## src/rtl/miner_dispatch_if.sv

```systemverilog
`default_nettype none
// +--------------------------------------------------------------------------+
// | miner_dispatch_if : host byte stream, miner job/result and status bus     |
// | Rev 1.0                                                                   |
// +--------------------------------------------------------------------------+
interface miner_dispatch_if;
    logic [7:0]   rx_data;
    logic         rx_valid;
    logic         rx_ready;
    logic [255:0] midstate;
    logic [95:0]  data2;
    logic         start_mining;
    logic         miner_busy;
    logic         got_ticket;
    logic [31:0]  golden_nonce;
    logic [7:0]   tx_data;
    logic         tx_valid;
    logic         tx_ready;
    logic         dispatch_busy;
    logic         err_arm;

    modport slave (
        input  rx_data, rx_valid, miner_busy, got_ticket, golden_nonce, tx_ready,
        output rx_ready, midstate, data2, start_mining, tx_data, tx_valid,
               dispatch_busy, err_arm
    );

    modport master (
        output rx_data, rx_valid, miner_busy, got_ticket, golden_nonce, tx_ready,
        input  rx_ready, midstate, data2, start_mining, tx_data, tx_valid,
               dispatch_busy, err_arm
    );
endinterface
`default_nettype wire

```

## src/rtl/miner_dispatch.sv

```systemverilog
`default_nettype none
// +--------------------------------------------------------------------------+
// | miner_dispatch : 44-byte job assembler, miner sequencer, nonce reporter   |
// | Optional macro MINER_DISPATCH_RXGAP_EN discards stale partial frames.     |
// | Rev 1.0                                                                   |
// +--------------------------------------------------------------------------+
module miner_dispatch #(
    parameter int START_HOLD  = 4,
    parameter int ARM_TIMEOUT = 16,
    parameter int DRAIN       = 6,
    parameter int RX_GAP      = 1000000
) (
    input  wire logic       clk,
    input  wire logic       rst_n,
    miner_dispatch_if.slave bus
);
    localparam int c_MAX_A = (START_HOLD > ARM_TIMEOUT) ? START_HOLD : ARM_TIMEOUT;
    localparam int c_TMAX  = (c_MAX_A > DRAIN) ? c_MAX_A : DRAIN;
    localparam int c_TW    = (c_TMAX > 1) ? $clog2(c_TMAX) : 1;
    localparam logic [c_TW-1:0] c_HOLD_LAST  = c_TW'(START_HOLD - 1);
    localparam logic [c_TW-1:0] c_ARM_LAST   = c_TW'(ARM_TIMEOUT - 1);
    localparam logic [c_TW-1:0] c_DRAIN_LAST = c_TW'(DRAIN - 1);
    localparam logic [5:0]      c_CNT_LAST   = 6'd43;
    localparam logic [5:0]      c_CNT_FULL   = 6'd44;

    typedef enum logic [2:0] {
        S_IDLE      = 3'd0,
        S_LOAD      = 3'd1,
        S_START     = 3'd2,
        S_WAIT_BUSY = 3'd3,
        S_RUN       = 3'd4,
        S_DRAIN     = 3'd5,
        S_SEND      = 3'd6
    } state_t;

    state_t          r_state, w_state_nxt;
    logic [351:0]    r_frame;
    logic [5:0]      r_cnt, w_cnt_nxt;
    logic            r_pend, w_pend_nxt;
    logic [c_TW-1:0] r_tmr;
    logic [31:0]     r_result;
    logic [1:0]      r_byte_idx;
    logic [1:0]      w_idx_nxt;
    logic            w_accept, w_load, w_tx_fire, w_ticket, w_arm_expire, w_gap_hit;

    assign w_accept  = bus.rx_valid && bus.rx_ready;
    assign w_load    = (r_state == S_LOAD);
    assign w_tx_fire = bus.tx_valid && bus.tx_ready;
    assign w_idx_nxt = r_byte_idx + 2'd1;

`ifdef MINER_DISPATCH_RXGAP_EN
    logic [31:0] r_gap;
    // A completed-but-unloaded frame (count 44) is never treated as partial.
    assign w_gap_hit = (r_gap >= 32'(RX_GAP)) && (r_cnt != 6'd0) && (r_cnt != c_CNT_FULL);

    always_ff @(posedge clk or negedge rst_n) begin
        if (!rst_n) begin
            r_gap <= '0;
        end else if (w_accept || w_gap_hit) begin
            r_gap <= '0;
        end else if (r_gap != '1) begin
            r_gap <= r_gap + 32'd1;
        end
    end
`else
    assign w_gap_hit = 1'b0;
`endif

    // Frame bookkeeping: a second full frame arriving while one is pending
    // parks the count at 44 and stalls rx until LOAD takes the latest frame.
    always_comb begin
        w_cnt_nxt  = r_cnt;
        w_pend_nxt = r_pend;
        if (w_load) begin
            w_pend_nxt = 1'b0;
            if (r_cnt == c_CNT_FULL) w_cnt_nxt = 6'd0;
        end
        if (w_accept) begin
            if (r_cnt == c_CNT_LAST) begin
                if (r_pend && !w_load) begin
                    w_cnt_nxt = c_CNT_FULL;
                end else begin
                    w_pend_nxt = 1'b1;
                    w_cnt_nxt  = 6'd0;
                end
            end else begin
                w_cnt_nxt = r_cnt + 6'd1;
            end
        end else if (w_gap_hit) begin
            w_cnt_nxt = 6'd0;
        end
    end

    always_comb begin
        w_state_nxt  = r_state;
        w_ticket     = 1'b0;
        w_arm_expire = 1'b0;
        case (r_state)
            S_IDLE:      if (r_pend) w_state_nxt = S_LOAD;
            S_LOAD:      w_state_nxt = S_START;
            S_START:     if (r_tmr == c_HOLD_LAST) w_state_nxt = S_WAIT_BUSY;
            S_WAIT_BUSY: begin
                if (bus.miner_busy) begin
                    w_state_nxt = S_RUN;
                end else if (r_tmr == c_ARM_LAST) begin
                    w_state_nxt  = S_IDLE;
                    w_arm_expire = 1'b1;
                end
            end
            S_RUN: begin
                if (bus.got_ticket) begin
                    w_state_nxt = S_SEND;
                    w_ticket    = 1'b1;
                end else if (r_pend) begin
                    w_state_nxt = S_LOAD;
                end else if (!bus.miner_busy) begin
                    w_state_nxt = S_DRAIN;
                end
            end
            S_DRAIN: begin
                if (bus.got_ticket) begin
                    w_state_nxt = S_SEND;
                    w_ticket    = 1'b1;
                end else if (r_pend) begin
                    w_state_nxt = S_LOAD;
                end else if (r_tmr == c_DRAIN_LAST) begin
                    w_state_nxt = S_IDLE;
                end
            end
            S_SEND:      if (w_tx_fire && (r_byte_idx == 2'd3)) w_state_nxt = S_IDLE;
            default:     w_state_nxt = S_IDLE;
        endcase
    end

    always_ff @(posedge clk or negedge rst_n) begin
        if (!rst_n) r_state <= S_IDLE;
        else        r_state <= w_state_nxt;
    end

    always_ff @(posedge clk or negedge rst_n) begin
        if (!rst_n) begin
            r_frame           <= '0;
            r_cnt             <= '0;
            r_pend            <= 1'b0;
            r_tmr             <= '0;
            r_result          <= '0;
            r_byte_idx        <= '0;
            bus.rx_ready      <= 1'b1;
            bus.midstate      <= '0;
            bus.data2         <= '0;
            bus.start_mining  <= 1'b0;
            bus.tx_valid      <= 1'b0;
            bus.tx_data       <= '0;
            bus.dispatch_busy <= 1'b0;
            bus.err_arm       <= 1'b0;
        end else begin
            if (w_accept) r_frame <= {bus.rx_data, r_frame[351:8]};
            r_cnt        <= w_cnt_nxt;
            r_pend       <= w_pend_nxt;
            bus.rx_ready <= !(w_pend_nxt && (w_cnt_nxt == c_CNT_FULL));

            if (w_state_nxt != r_state) begin
                r_tmr <= '0;
            end else if ((r_state == S_START) || (r_state == S_WAIT_BUSY) ||
                         (r_state == S_DRAIN)) begin
                r_tmr <= r_tmr + c_TW'(1);
            end

            if (w_load) begin
                bus.midstate <= r_frame[255:0];
                bus.data2    <= r_frame[351:256];
            end
            bus.start_mining  <= (w_state_nxt == S_START);
            bus.dispatch_busy <= (w_state_nxt != S_IDLE);
            bus.err_arm       <= w_arm_expire;

            if (w_ticket) begin
                r_result     <= bus.golden_nonce;
                r_byte_idx   <= 2'd0;
                bus.tx_valid <= 1'b1;
                bus.tx_data  <= bus.golden_nonce[7:0];
            end else if (w_tx_fire) begin
                if (r_byte_idx == 2'd3) begin
                    bus.tx_valid <= 1'b0;
                end else begin
                    r_byte_idx  <= w_idx_nxt;
                    bus.tx_data <= r_result[{w_idx_nxt, 3'b000} +: 8];
                end
            end
        end
    end
endmodule
`default_nettype wire

```

## src/flat_wrapper.sv

```systemverilog
// flat-port wrapper written by rule: the top's interface ports become plain ports
module miner_dispatch_flat 
#(
    parameter int START_HOLD  = 4,
    parameter int ARM_TIMEOUT = 16,
    parameter int DRAIN       = 6,
    parameter int RX_GAP      = 1000000
)
  (clk, rst_n, bus_rx_data, bus_rx_valid, bus_miner_busy, bus_got_ticket, bus_golden_nonce, bus_tx_ready, bus_rx_ready, bus_midstate, bus_data2, bus_start_mining, bus_tx_data, bus_tx_valid, bus_dispatch_busy, bus_err_arm);
  miner_dispatch_if bus_i ();
  input  wire logic clk;
  input  wire logic rst_n;
  input wire logic [$bits(bus_i.rx_data)-1:0] bus_rx_data;
  input wire logic [$bits(bus_i.rx_valid)-1:0] bus_rx_valid;
  input wire logic [$bits(bus_i.miner_busy)-1:0] bus_miner_busy;
  input wire logic [$bits(bus_i.got_ticket)-1:0] bus_got_ticket;
  input wire logic [$bits(bus_i.golden_nonce)-1:0] bus_golden_nonce;
  input wire logic [$bits(bus_i.tx_ready)-1:0] bus_tx_ready;
  output wire logic [$bits(bus_i.rx_ready)-1:0] bus_rx_ready;
  output wire logic [$bits(bus_i.midstate)-1:0] bus_midstate;
  output wire logic [$bits(bus_i.data2)-1:0] bus_data2;
  output wire logic [$bits(bus_i.start_mining)-1:0] bus_start_mining;
  output wire logic [$bits(bus_i.tx_data)-1:0] bus_tx_data;
  output wire logic [$bits(bus_i.tx_valid)-1:0] bus_tx_valid;
  output wire logic [$bits(bus_i.dispatch_busy)-1:0] bus_dispatch_busy;
  output wire logic [$bits(bus_i.err_arm)-1:0] bus_err_arm;
  assign bus_i.rx_data = bus_rx_data;
  assign bus_i.rx_valid = bus_rx_valid;
  assign bus_i.miner_busy = bus_miner_busy;
  assign bus_i.got_ticket = bus_got_ticket;
  assign bus_i.golden_nonce = bus_golden_nonce;
  assign bus_i.tx_ready = bus_tx_ready;
  assign bus_rx_ready = bus_i.rx_ready;
  assign bus_midstate = bus_i.midstate;
  assign bus_data2 = bus_i.data2;
  assign bus_start_mining = bus_i.start_mining;
  assign bus_tx_data = bus_i.tx_data;
  assign bus_tx_valid = bus_i.tx_valid;
  assign bus_dispatch_busy = bus_i.dispatch_busy;
  assign bus_err_arm = bus_i.err_arm;
  miner_dispatch #(.START_HOLD(START_HOLD), .ARM_TIMEOUT(ARM_TIMEOUT), .DRAIN(DRAIN), .RX_GAP(RX_GAP)) u_core (.clk(clk), .rst_n(rst_n), .bus(bus_i));
endmodule
```

## config.mk

```make
export PLATFORM = sky130hd
export DESIGN_NAME = miner_dispatch_flat
export DESIGN_NICKNAME = d
export VERILOG_FILES = /design/src/rtl/miner_dispatch_if.sv /design/src/rtl/miner_dispatch.sv /design/src/flat_wrapper.sv
export SDC_FILE = /design/constraint.sdc
export NUM_CORES = 2
export LEC_CHECK = 0
export CAP_MARGIN = 20
export CORE_ASPECT_RATIO = 1.1
export CORE_MARGIN = 2
export CORE_UTILIZATION = 50
export DETAILED_ROUTE_END_ITERATION = 12
export GPL_TIMING_DRIVEN = 0
export MAX_ROUTING_LAYER = met4
export PLACE_DENSITY = 0.75
export REMOVE_ABC_BUFFERS = 1
export SETUP_SLACK_MARGIN = 0.15
export SLEW_MARGIN = 20
export SYNTH_ARGS = -nofsm -noshare
export SYNTH_HDL_FRONTEND = slang
export SYNTH_SLANG_ARGS = --single-unit
```

## constraint.sdc

```tcl
create_clock -name clk -period 2.55 [get_ports clk]
set_input_delay 0.6375 -clock clk [delete_from_list [all_inputs] [get_ports clk]]
set_output_delay 0.6375 -clock clk [all_outputs]
set_load 0.1 [all_outputs]
```

==> qor.yml <==
run_status:
  outcome: "finished, final reports clean"
worst_setup_path:
  path_cells: "clkdlybuf4s18_2"
  arrival_ns: 1.79
  cp_top_family: "flip-flops"
  cp-start-kind: "register"
  crit_slowest_cell: "dfstp_2"
  cp_max_fo: 4
  critical_path_class: "register to output port"
  worst_setup_path_end_kind: "output port"
  worst-path-buf-inv: 1
  cp_data_required_time_ns: 1.91
  slowest_delay_ns: 0.61
synthesis:
  synth_ff_type: "dfrtp_1"
  synth_enable_flop_cells: 0
  ys_async_sr_fraction_pct: 100
  synth.distinct_cells: 46
  postSynthAreaPerCell_um2: 11.6
  syn-cell-area_mm2: 0.0294
  yosysSeqAreaShare_pct: 65.2
  ys_ff_latch: 765
  synthCells: 2537
  ys_warn_count: 0
placed_design:
  io_buffers: 410
  dp_cells: 3604
  dp_hpwl_um: 42700
  gp_congestion: 0.801
  place_ws_ns: -0.538
finish:
  finalNonFillerCells: 3766
  multi_input_comb_area_mm2: 0.00958
  drive_gt1_share_pct: 30.3
  nNetsFinal: 2999
  seq_area_mm2: 0.0191
  antenna_cells: 0
  synthToLayoutAreaGrowth_pct: 27.4
  layout_common_cells: "nand2_1, dfrtp_1, mux2_2, clkdlybuf4s15_2, clkbuf_2"
  final_common_cell: "nand2_1"
  fillCellCount: 4213
  fin_util_pct: 64.2
clock_tree:
  cts_root_buf: "clkbuf_16"
  cts.sinks: 765
  cts_max_path_buffers: 3
  numCtsBuffers: 77
  cts_tree: "done"
  clkTransAtPathRegs_ns: 0.06
  clock_latency_ns: 0.62
  h-tree-depth: 3
power_and_ir_drop:
  p_leak_nw: 19.9
  peakVddDrop_v: 0.00118
  power.density_mw_per_mm2: 1130
sta:
  hold_viol: 0
  worst_pin_slew_ns: 0.672
  fin_crit_ns: 2.43
  fmax_mhz: 412
  fin_worst_skew_ns: 0.0181
  period_share_pct: 95.1
  setup_slack_ns: 0.125
  drv_slew: 0
  finalSetupViolCount: 0
  relSlewSlack_pct: 55.2
  rsz0062_at_grt: "true"
grt:
  track_usage_pct: 23.1
  grt_pass1_vias: 20400
  grt_pass1_wl_um: 110000
  grt_max_degree: 103
  grt_overflow_total: 0
  antenna_found_initial: 0
floorplanning:
  initial_core_util_pct: 50.3
  die_width_um: 235
  dieArea_mm2: 0.0607
  num_io_pins: 411
  fp.dieH_um: 258
  row_count: 93
  fp.coreArea_mm2: 0.0583
routing:
  wire_per_inst_um: 18.1
  vias: 19400
  firstDrtPassIters: 7
  drc: 0
  drt_iter0_drc: 1217
  via_per_inst: 5.14
  drtAntennaViolNets: 0
  routed_wl_um: 68300
worst_hold_path:
  hp-class: "input port to async pin"
flow_run:
  max_cap_violations: 0
per-layer routing:
metal  GRT usage [%]  vias up  routed length [µm]
met5               -        -                   0
met2            37.2      463               34000
met3            6.14      113                4490
li1                -     8966                   -
met1            28.3     9810               27600
met4            8.35        0                2140
Yosys cell counts, types with 5 or more instances:
library cell | number | area share, %
a21oi_1 | 5 | 0.085
mux2_4 | 70 | 3.6
nand2_1 | 1164 | 15
nand3_1 | 8 | 0.14
buf_8 | 7 | 0.36
o21ai_0 | 15 | 0.26
mux2_2 | 282 | 11
ha_1 | 5 | 0.21
buf_2 | 32 | 0.55
mux4_2 | 8 | 0.61
nor2_1 | 11 | 0.14
dfrtp_1 | 764 | 65
clkbuf_1 | 84 | 1.1
nor2b_1 | 7 | 0.15
buf_1 | 9 | 0.12
mux2i_1 | 11 | 0.38
nand2b_1 | 5 | 0.11
cell families (layout without fill, tap and decap cells):
kind of cell,after synthesis,count (layout),share of synthesized area (%)
AO/OA/AOI/OAI,35,35,0.793
XOR/XNOR,4,4,0.119
adder cells (fa/ha/maj),5,5,0.213
buffers and inverters,138,606,2.22
flip-flops,765,765,65.2
multiplexers,371,371,15.4
AND/OR/NAND/NOR,1219,1220,16.0
power breakdown:
| group | internal [mW] | total (mW) | switching (mW) |
|---|---|---|---|
| Clock | 6.76 | 11.5 | 4.73 |
| Sequential | 14.2 | 15.5 | 1.37 |
| Combinational | 3.91 | 15.2 | 11.3 |
worst paths after layout:
path	startpoint	endpoint	slack, ns	cells after the start
setup / recovery	u_core.bus.rx_ready	bus_rx_ready	0.12	1
hold / removal	rst_n	u_core.r_frame[324]	0.02	2
setup reg to reg	u_core.r_state[0]	u_core.bus.midstate[152]	0.22	7
hold reg to reg	u_core.r_frame[2]	u_core.r_frame[2]	0.47	2
max in group asynchronous	rst_n	u_core.bus.midstate[38]	0.64	6
min in group clk	u_core.r_frame[2]	u_core.r_frame[2]	0.47	2
registers in the layout, indices dropped and copies added, names as in the netlist, 2 cells and up:
name                 cells
u_core.bus.tx_data       8
u_core.bus.data2        96
u_core.r_byte_idx        2
u_core.r_frame         352
u_core.r_result         32
u_core.r_cnt             6
u_core.r_tmr             4
u_core.bus.midstate    256
u_core.r_state           3
cell type report:
cell class,instances,share of cell area (%)
clock buffer,115,6.01
clock inverter,22,0.897
inverter,4,0.0401
multi-input combinational,1635,25.6
sequential,765,51.2
tap,760,2.54
timing repair buffer,465,13.7
metrics by stage:
stage                     setup TNS, ns  total power [mW]  area (µm²)  hold slack [ns]
after floorplan                -4353.54              27.1       28700            0.342
final                                 0              42.2       37400           0.0168
after global routing                  0              43.8       37400           0.0466
after CTS                             0              42.5       37700           0.0124
after global placement                -              31.3       33800            0.453
after detailed placement        -107.37              31.0       34500            0.458
timing repair:
action                                 4_1_cts  5_1_grt
gates cloned                                 8        4
setup endpoints to repair                  490      239
endpoints found under the hold margin       39        0
buffers inserted                             7        4
hold buffers                                 2        0
gates resized for setup                    878      227
pin swaps                                    1        1
No activity file was read; power rests on OpenSTA's default activity.
